<file path="src/rtl/scpu_trap_ctrl.sv">
// Machine-mode trap and CSR controller for the single-cycle RISC-V CPU.
// Tracks exceptions, the external interrupt, and mret; owns mstatus, mie,
// mtvec, mepc, mcause and mip; and drives the PC redirect into fetch.
module scpu_trap_ctrl #(
    parameter logic [31:0] MTVEC_RST = 32'h0000_0000
) (
    input  logic        clk,
    input  logic        rst,
    input  logic        inst_valid,
    input  logic        ill_instr,
    input  logic        ecall,
    input  logic        mret,
    input  logic [31:0] pc_cur,
    input  logic [31:0] pc_next,
    input  logic        int_req,
    output logic        int_ack,
    input  logic        csr_we,
    input  logic [11:0] csr_addr,
    input  logic [31:0] csr_wdata,
    output logic [31:0] csr_rdata,
    output logic        redirect,
    output logic [31:0] redirect_pc,
    output logic        in_handler,
    output logic        halt
);

    typedef enum logic [1:0] {
        ST_RUN,
        ST_HANDLER,
        ST_HALT
    } state_e;

    state_e      state_q, state_d;
    logic        sync1_q, irq_s_q;
    logic        mie_q, mie_d;
    logic        mpie_q, mpie_d;
    logic        meie_q, meie_d;
    logic [29:0] mtvec_q, mtvec_d;
    logic [29:0] mepc_q, mepc_d;
    logic [31:0] mcause_q, mcause_d;

    logic exc_any, exc_trap, mret_ev, irq_take, csr_wr;

    // Only the word-aligned parts of the PCs are stored.
    logic unused_pc_bits;
    assign unused_pc_bits = ^{pc_cur[1:0], pc_next[1:0]};

    // Event qualification and priority: ill/ecall > mret > interrupt > CSR write.
    always_comb begin
        exc_any  = inst_valid & (ill_instr | ecall);
        exc_trap = exc_any & (state_q == ST_RUN);
        mret_ev  = inst_valid & mret & ~ill_instr & ~ecall & (state_q != ST_HALT);
        irq_take = irq_s_q & mie_q & meie_q & inst_valid & (state_q == ST_RUN)
                 & ~ill_instr & ~ecall & ~mret;
        csr_wr   = inst_valid & csr_we & (state_q != ST_HALT)
                 & ~exc_any & ~mret_ev & ~irq_take;
    end

    // Next-state computation for the FSM and every trap CSR.
    always_comb begin
        state_d  = state_q;
        mie_d    = mie_q;
        mpie_d   = mpie_q;
        meie_d   = meie_q;
        mtvec_d  = mtvec_q;
        mepc_d   = mepc_q;
        mcause_d = mcause_q;
        if (exc_any) begin
            // A second exception inside the handler is a double fault.
            if (exc_trap) begin
                mepc_d   = pc_cur[31:2];
                mcause_d = ill_instr ? 32'd2 : 32'd11;
                mpie_d   = mie_q;
                mie_d    = 1'b0;
                state_d  = ST_HANDLER;
            end else if (state_q == ST_HANDLER) begin
                state_d  = ST_HALT;
            end
        end else if (mret_ev) begin
            mie_d   = mpie_q;
            mpie_d  = 1'b1;
            state_d = ST_RUN;
        end else if (irq_take) begin
            mepc_d   = pc_next[31:2];
            mcause_d = 32'h8000_000B;
            mpie_d   = mie_q;
            mie_d    = 1'b0;
            state_d  = ST_HANDLER;
        end else if (csr_wr) begin
            case (csr_addr)
                12'h300: begin
                    mie_d  = csr_wdata[3];
                    mpie_d = csr_wdata[7];
                end
                12'h304: meie_d   = csr_wdata[11];
                12'h305: mtvec_d  = csr_wdata[31:2];
                12'h341: mepc_d   = csr_wdata[31:2];
                12'h342: mcause_d = csr_wdata;
                default: ;
            endcase
        end
    end

    // Two-flop synchronizer for the asynchronous interrupt level.
    always_ff @(posedge clk or posedge rst) begin
        if (rst) begin
            sync1_q <= 1'b0;
            irq_s_q <= 1'b0;
        end else begin
            sync1_q <= int_req;
            irq_s_q <= sync1_q;
        end
    end

    // FSM and CSR state registers.
    always_ff @(posedge clk or posedge rst) begin
        if (rst) begin
            state_q  <= ST_RUN;
            mie_q    <= 1'b0;
            mpie_q   <= 1'b0;
            meie_q   <= 1'b0;
            mtvec_q  <= MTVEC_RST[31:2];
            mepc_q   <= '0;
            mcause_q <= '0;
        end else begin
            state_q  <= state_d;
            mie_q    <= mie_d;
            mpie_q   <= mpie_d;
            meie_q   <= meie_d;
            mtvec_q  <= mtvec_d;
            mepc_q   <= mepc_d;
            mcause_q <= mcause_d;
        end
    end

    // Combinational CSR read port; unmapped addresses read zero.
    always_comb begin
        csr_rdata = '0;
        case (csr_addr)
            12'h300: csr_rdata = {24'b0, mpie_q, 3'b0, mie_q, 3'b0};
            12'h304: csr_rdata = {20'b0, meie_q, 11'b0};
            12'h305: csr_rdata = {mtvec_q, 2'b00};
            12'h341: csr_rdata = {mepc_q, 2'b00};
            12'h342: csr_rdata = mcause_q;
            12'h344: csr_rdata = {20'b0, irq_s_q, 11'b0};
            default: csr_rdata = '0;
        endcase
    end

    assign redirect    = exc_trap | mret_ev | irq_take;
    assign redirect_pc = mret_ev ? {mepc_q, 2'b00} : {mtvec_q, 2'b00};
    assign int_ack     = irq_take;
    assign in_handler  = (state_q == ST_HANDLER);
    assign halt        = (state_q == ST_HALT);

endmodule

</file>
<file path="config.mk">
export PLATFORM = sky130hd
export DESIGN_NAME = scpu_trap_ctrl
export DESIGN_NICKNAME = d
export VERILOG_FILES = /design/src/rtl/scpu_trap_ctrl.sv
export SDC_FILE = /design/constraint.sdc
export NUM_CORES = 1
export LEC_CHECK = 0
export CAP_MARGIN = 20
export CORE_ASPECT_RATIO = 0.9
export CORE_UTILIZATION = 45
export CTS_CLUSTER_DIAMETER = 200
export DETAILED_ROUTE_END_ITERATION = 6
export PLACE_DENSITY = 0.88
export SLEW_MARGIN = 5
export SYNTH_ARGS = -nofsm -noshare
export SYNTH_HDL_FRONTEND = slang
export SYNTH_SLANG_ARGS = --single-unit
</file>
<file path="constraint.sdc">
create_clock -name clk -period 4 [get_ports clk]
set_input_delay 0.6 -clock clk [delete_from_list [all_inputs] [get_ports clk]]
set_output_delay 0.6 -clock clk [all_outputs]
set_load 0.01 [all_outputs]
</file>
==> metrics.csv, run 1 <==
stage,metric,value,unit
status,outcome,"finished, final reports clean",
route,drt_pass1_iterations,6,
grt,grt_pass1_vias,5369,
synthesis,syn-cell-area,0.00544,mm^2
hold_path,hp-start,sync1_q$_DFF_PP0_,
finish,num-fill-cells,857,
worst_setup_path,crit_type,input port to primary output,
power_and_ir_drop,powerDensity,362,mW/mm^2
grt,antenna_found_initial,0,
synthesis,synth-adder-area-share,0,%
placement,dpl_cell_area,0.00741,mm^2
synthesis,ys_ff_latch,99,
timing,finalCritPeriodShare,94.3,%
clocking,cts_tree,yes,
synthesis,async_flop_share,100,%
timing,slew_headroom,53.5,%
power_and_ir_drop,p_leak,3.47,nW
finish,final_common_cell,clkdlybuf4s50_1,
route,vias,5038,
placement,place_congestion,0.934,
synthesis,synth_top_family_by_area,compound AO/OA/AOI/OAI gates,
route,vias_per_cell,6.20,
power_and_ir_drop,ir_drop,0.000212,V
synthesis,synth_edf_count,0,
timing,hold_violations,0,
floorplan,fp-row-count,37,
grt,overflow,0,
synthesis,ys.flop_type,dfrtp_1,
synthesis,ys_warn_count,0,
synthesis,synth.mux.area_fraction,19.6,%
timing,tightest_slew,697,ps
synthesis,synthSimpleGateAreaFrac,8.72,%
floorplan,die_h,106,um
clocking,cts-htree-levels,3,
grt,grt_pass1_wl,27700,um
floorplan,start_util,46.8,%
clocking,cts_hold_buf,0,
worst_setup_path,crit_path_end_kind,primary output,
route,post-route-drc-count,0,
clocking,postCtsSetupRepairBufs,0,
timing,period_minus_slack,3770,ps
synthesis,ys_types,52,
clocking,cts_resized,0,
grt,grt_max_degree,55,
synthesis,ys_seq_area_share,45.5,%
worst_setup_path,startpoint_type,input port,
grt,grt.total_usage,28.1,%
timing,tns,0,ps
route,first_iter_violations,455,
route,drt-total-wl,17000,um
worst_setup_path,cp_max_fo,16,
finish,post-route-cell-area,0.00776,mm^2
clocking,numCtsBuffers,9,
timing,holdWs,373,ps
worst_setup_path,r2r_start,state_q[0]$_DFFE_PP0P_,
route,wl_per_cell,20.9,um
clocking,clk_latency,340,ps
hold_path,holdCritPathClass,register to register,
finish,antennaDiodeCount,0,
synthesis,synth-xor-area-share,0,%
worst_setup_path,rrSetupSlack,1480,ps
placement,dpl.hpwl,11500,um
finish,final_cell_mix,"176 x clkdlybuf4s50_1, 99 x dfrtp_1, 57 x mux2_2",
timing,grt_setup_unrepaired,no,
timing,max_freq,265,MHz
finish,nets,768,
synthesis,syn_avg_cell_area,11.1,um^2
finish,final_util,66.8,%
power_and_ir_drop,p_total,2.81,mW
floorplan,ios,184,
clocking,clock-sinks,99,
timing,skew,6.42,ps
clocking,cts.clk_slew.worst_paths,70,ps
worst_setup_path,crit_path_start,csr_addr[5],
worst_setup_path,arrival,3170,ps
synthesis,synth_compound_area_share,20.9,%
floorplan,die_x,118,um
finish,drive_gt1_share,15.7,%
worst_setup_path,crit_required,3400,ps
floorplan,coreArea,0.0116,mm^2
floorplan,die_area,0.0125,mm^2
finish,syn2layout_area_growth,42.7,%
timing,slew_viol_final,0,
clocking,cts-root-buf,clkbuf_16,
route,drtAntennaViolNets,0,
synthesis,syn_inst,490,
flow_run,drv_cap,0,
placement,place.port_buffers,177,
clocking,cts.path.max_buffers,2,
timing,setup_viol,0,
## logic make-up (layout without fill, tap and decap cells)
family                 after synthesis  after routing
multiplexers                        95             95
AND/OR/NAND/NOR                     85             85
buffers and inverters               66            232
AO/OA/AOI/OAI                      144            144
other                                1              2
flip-flops                          99             99
## layer usage
layer	vias up	global-route usage (%)	share of wire (%)
met3	32	6.33	8.9
met5	-	0	0
met2	314	48.0	48
met4	0	8.42	1.4
li1	2202	-	-
met1	2490	35.5	41
## through the flow
stage	worst slack [ps]	instances
after floorplan	810	491
after global placement	344	796
after detailed placement	273	797
after CTS	263	813
after global routing	40.7	813
final	227	813
## cell usage after synthesis (2+ instances only)
cell type,number,area share (%)
mux2_1,36,7.5
buf_2,11,1.0
a21oi_1,6,0.55
inv_1,21,1.4
and2_1,3,0.35
buf_1,4,0.28
and3_1,5,0.57
clkbuf_1,25,1.7
a21o_1,3,0.41
a22oi_1,15,2.1
mux2i_1,2,0.37
a2bb2oi_1,30,4.8
nor2_1,8,0.55
nand2_1,38,2.6
buf_4,5,0.69
a222oi_1,15,2.8
o22ai_1,31,3.6
a22o_1,28,4.5
nor4_1,2,0.23
nand4_1,3,0.35
nand3b_1,3,0.41
nor4b_2,2,0.55
o21ai_0,3,0.28
mux2_2,57,12
nand3_1,8,0.74
dfrtp_1,99,46
or2_2,2,0.23
## area by class of cell
class	count	area [um^2]	share of cell area, %
clock inverters	5	108	1.39
repair buffers	195	1950	25.1
inverters	21	81.3	1.05
flip-flops and latches	99	2480	31.9
multi-input cells	326	2710	34.9
clock buffers	11	243	3.13
well taps	156	195	2.51
## registers in the layout, summed over array words and instances (netlist names)
register / count
irq_s_q: 1
meie_q: 1
mie_q: 1
state_q: 2
mcause_q: 32
mtvec_q: 30
mepc_q: 30
sync1_q: 1
mpie_q: 1
## path summary, 6_finish.rpt
path | to | depth (start not counted)
worst max-delay path | csr_rdata[3] | 8
worst min-delay path | irq_s_q$_DFF_PP0_ | 0
worst max register to register | mcause_q[17]$_DFFE_PP0P_ | 6
worst min register to register | irq_s_q$_DFF_PP0_ | 0
max in group asynchronous | meie_q$_DFFE_PP0P_ | 3
min in group asynchronous | mepc_q[27]$_DFFE_PP0P_ | 2
## where the power goes
part           total, mW  switching (mW)  internal (mW)  leakage, nW
clock network       1.01           0.379          0.632        0.170
logic              0.550           0.245          0.305         2.02
registers           1.25           0.116           1.13         1.28
## worst max-delay path: stages
cell and delay, ps:
clkdlybuf4s50_1 440, nor4_1 480, nand3_1 240, nor4b_4 290
buf_4 300, and2_1 160, a311o_1 120, clkdlybuf4s50_1 540
No activity file was read; power rests on OpenSTA's default activity.
==> inputs of run 2 (changes only) <==
--- a/config.mk
+++ b/config.mk
@@ -5,12 +5,11 @@
 export SDC_FILE = /design/constraint.sdc
 export NUM_CORES = 1
 export LEC_CHECK = 0
-export CAP_MARGIN = 20
 export CORE_ASPECT_RATIO = 0.9
-export CORE_UTILIZATION = 45
+export CORE_UTILIZATION = 30
 export CTS_CLUSTER_DIAMETER = 200
 export DETAILED_ROUTE_END_ITERATION = 6
-export PLACE_DENSITY = 0.88
+export PLACE_DENSITY = 0.56
 export SLEW_MARGIN = 5
 export SYNTH_ARGS = -nofsm -noshare
 export SYNTH_HDL_FRONTEND = slang
==> run 2 against run 1 <==
Global-route usage fell by 8.5 points. Critical endpoint is now csr_rdata[15]. Non-clock buffer count stayed put. Cell count increased by 10%. Fmax up 2.2%. Cell area grew 0.95%. Sequential share of layout area is 0.30 points lower. Combinational power is essentially flat. Total power down 2.4%. Critical path depth did not move. Largest power group unchanged. Routed wire length is 5.7% higher. Clock skew is 1.6 ps higher. Register-to-register slack improved by 160 ps.
==> metrics.csv, run 2 (synthesis results as in run 1) <==
stage,metric,value,unit,change
route,drt-total-wl,18000,um,+5.7%
floorplan,coreArea,0.0177,mm^2,+52%
status,outcome,"finished, final reports clean",,
finish,largest_register_ffs,32,,unchanged
worst_setup_path,max_stage_delay,530,ps,about the same
timing,slew_viol_final,0,,unchanged
worst_setup_path,crit_slowest_cell,clkdlybuf4s50_1,,
worst_setup_path,crit_chain,clkdlybuf4s50_1 -> nor4bb_1 -> nand3_1 -> nor4b_4 -> buf_4 -> a222oi_1 -> inv_1 -> clkdlybuf4s50_1,,
timing,setup_viol,0,,unchanged
worst_setup_path,crit_type,input port to primary output,,
worst_setup_path,crit_required,3400,ps,about the same
worst_setup_path,crit_path_end_kind,primary output,,
power_and_ir_drop,p_leak,3.44,nW,-0.74%
finish,final_util,44.4,%,-22 points
timing,max_freq,271,MHz,+2.2%
clocking,clk_latency,350,ps,about the same
grt,grt_pass1_vias,4942,,-8.0%
route,post-route-drc-count,0,,unchanged
power_and_ir_drop,powerDensity,350,mW/mm^2,-3.3%
placement,dp_worst_setup_slack,322,ps,+48.8 ps
worst_setup_path,crit_buf_inv,4,,+1
route,first_iter_violations,272,,-40%
timing,tns,0,ps,unchanged
flow_run,drv_cap,0,,unchanged
floorplan,fp-row-count,46,,+24%
grt,overflow,0,,unchanged
timing,setup_ws,307,ps,+79.9 ps
worst_setup_path,cp_max_fo,17,,+1
route,drtAntennaViolNets,0,,unchanged
route,vias_per_cell,5.34,,-14%
worst_setup_path,crit_top_cell,clkdlybuf4s50_1,,
clocking,cts_hold_buf,0,,unchanged
power_and_ir_drop,ir_drop,0.000196,V,-7.6%
power_and_ir_drop,combPwrFrac,20.1,%,+0.5 points
timing,hold_violations,0,,unchanged
route,wl_per_cell,20.0,um,-4.2%
worst_setup_path,arrival,3090,ps,-80 ps
placement,place_congestion,0.832,,-11%
placement,place.port_buffers,177,,unchanged
grt,grt.total_usage,19.6,%,-8.5 points
route,vias,4792,,-4.9%
finish,antennaDiodeCount,0,,unchanged
floorplan,die_area,0.0187,mm^2,+49%
grt,grt_max_degree,75,,+36%
power_and_ir_drop,p_int,1.99,mW,-3.9%
power_and_ir_drop,p_switching,0.755,mW,+2.0%
timing,skew,8.01,ps,+1.59 ps
floorplan,start_util,30.8,%,-16 points
finish,drive_gt1_share,16.3,%,+0.61 points
power_and_ir_drop,p_sw_share,27.5,%,+1.2 points
finish,reg_top3,"mcause_q: 32 flops, mepc_q: 30 flops, mtvec_q: 30 flops",,
finish,syn2layout_area_growth,44.1,%,
clocking,cts-root-buf,clkbuf_16,,
floorplan,die_h,130,um,+22%
timing,tightest_slew,945,ps,+248 ps
finish,regMostFlops,mcause_q,,
clocking,cts-htree-levels,3,,unchanged
clocking,cts.path.max_buffers,2,,unchanged
grt,antenna_found_initial,0,,unchanged
floorplan,ios,184,,unchanged
finish,nets,768,,unchanged
worst_setup_path,startpoint_type,input port,,
clocking,postCtsSetupRepairBufs,0,,unchanged
timing,slew_headroom,37.0,%,-17 points
clocking,cts.clk_slew.worst_paths,70,ps,about the same
timing,finalCritPeriodShare,92.3,%,-2.0 points
timing,grt_setup_unrepaired,no,,
finish,num-fill-cells,1658,,+93%
power_and_ir_drop,pwr-share-seq,45.4,%,+1.0 points
clocking,numCtsBuffers,9,,unchanged
timing,period_minus_slack,3690,ps,-79.9 ps
clocking,cts_resized,0,,unchanged
power_and_ir_drop,p_total,2.74,mW,-2.4%
route,drt_pass1_iterations,5,,-1
clocking,clock-sinks,99,,unchanged
grt,grt_pass1_wl,27400,um,-1.1%
finish,final_cell_mix,"176 x clkdlybuf4s50_1, 99 x dfrtp_1, 57 x mux2_2",,
floorplan,die_x,144,um,+22%
placement,dpl.hpwl,11900,um,+3.2%
power_and_ir_drop,p_clk_share,34.5,%,-1.5 points
hold_path,holdCritPathClass,register to register,,
worst_setup_path,critPathTopFamily,buffers and inverters,,
finish,final_common_cell,clkdlybuf4s50_1,,
clocking,cts_tree,yes,,
run 2: final timing paths:
path | from | end | slack (ps) | cells after the start
max | csr_addr[8] | csr_rdata[15] | 310 | 8
max in group asynchronous | rst | mcause_q[19]$_DFFE_PP0P_ | 2250 | 3
min reg2reg | sync1_q$_DFF_PP0_ | irq_s_q$_DFF_PP0_ | 350 | 0
min in group asynchronous | rst | mcause_q[6]$_DFFE_PP0P_ | 820 | 2
min | sync1_q$_DFF_PP0_ | irq_s_q$_DFF_PP0_ | 350 | 0
max reg2reg | mie_q$_DFFE_PP0P_ | mcause_q[14]$_DFFE_PP0P_ | 1640 | 6
run 2: layout make-up:
| type | count | area [um^2] | share of cell area, % |
|---|---|---|---|
| clock buffers | 9 | 225 | 2.87 |
| clock inverters | 7 | 100 | 1.28 |
| inverters | 21 | 81.3 | 1.04 |
| multi-input cells | 326 | 2730 | 34.8 |
| flip-flops and latches | 99 | 2480 | 31.6 |
| well taps | 240 | 300 | 3.83 |
| repair buffers | 195 | 1930 | 24.6 |
run 2: power by group through the flow:
stage,clock network (mW),registers [mW],logic [mW]
CTS,0.974,1.24,0.557
detailed placement,0,1.26,0.554
global placement,0,1.25,0.546
floorplan,0,1.23,0.302
global route,1.01,1.26,0.596
finish,0.947,1.24,0.551
run 2: through the flow:
step                      std cells  instance area [um^2]  hold WS, ps
final                           897                  7840          355
after global routing            897                  7840          366
after CTS                       897                  7840          361
after detailed placement        881                  7510          346
after global placement          881                  7510          341
after floorplan                 491                  5440          331
run 2: routing by layer:
layer  vias up  share of wire, %  global-route usage [%]
met5         -                 0                       0
met3        15               6.6                    3.93
li1       2205                 -                       -
met1      2400                46                    26.3
met2       172                47                    32.1
met4         0              0.71                    5.19
==> inputs of run 3 (changes only) <==
--- a/config.mk
+++ b/config.mk
@@ -9,6 +9,7 @@
 export CORE_UTILIZATION = 30
 export CTS_CLUSTER_DIAMETER = 200
 export DETAILED_ROUTE_END_ITERATION = 6
+export GPL_ROUTABILITY_DRIVEN = 1
 export PLACE_DENSITY = 0.56
 export SLEW_MARGIN = 5
 export SYNTH_ARGS = -nofsm -noshare
==> results of run 3 <==
Final layout, timing and power as in run 2 (identical DEF).
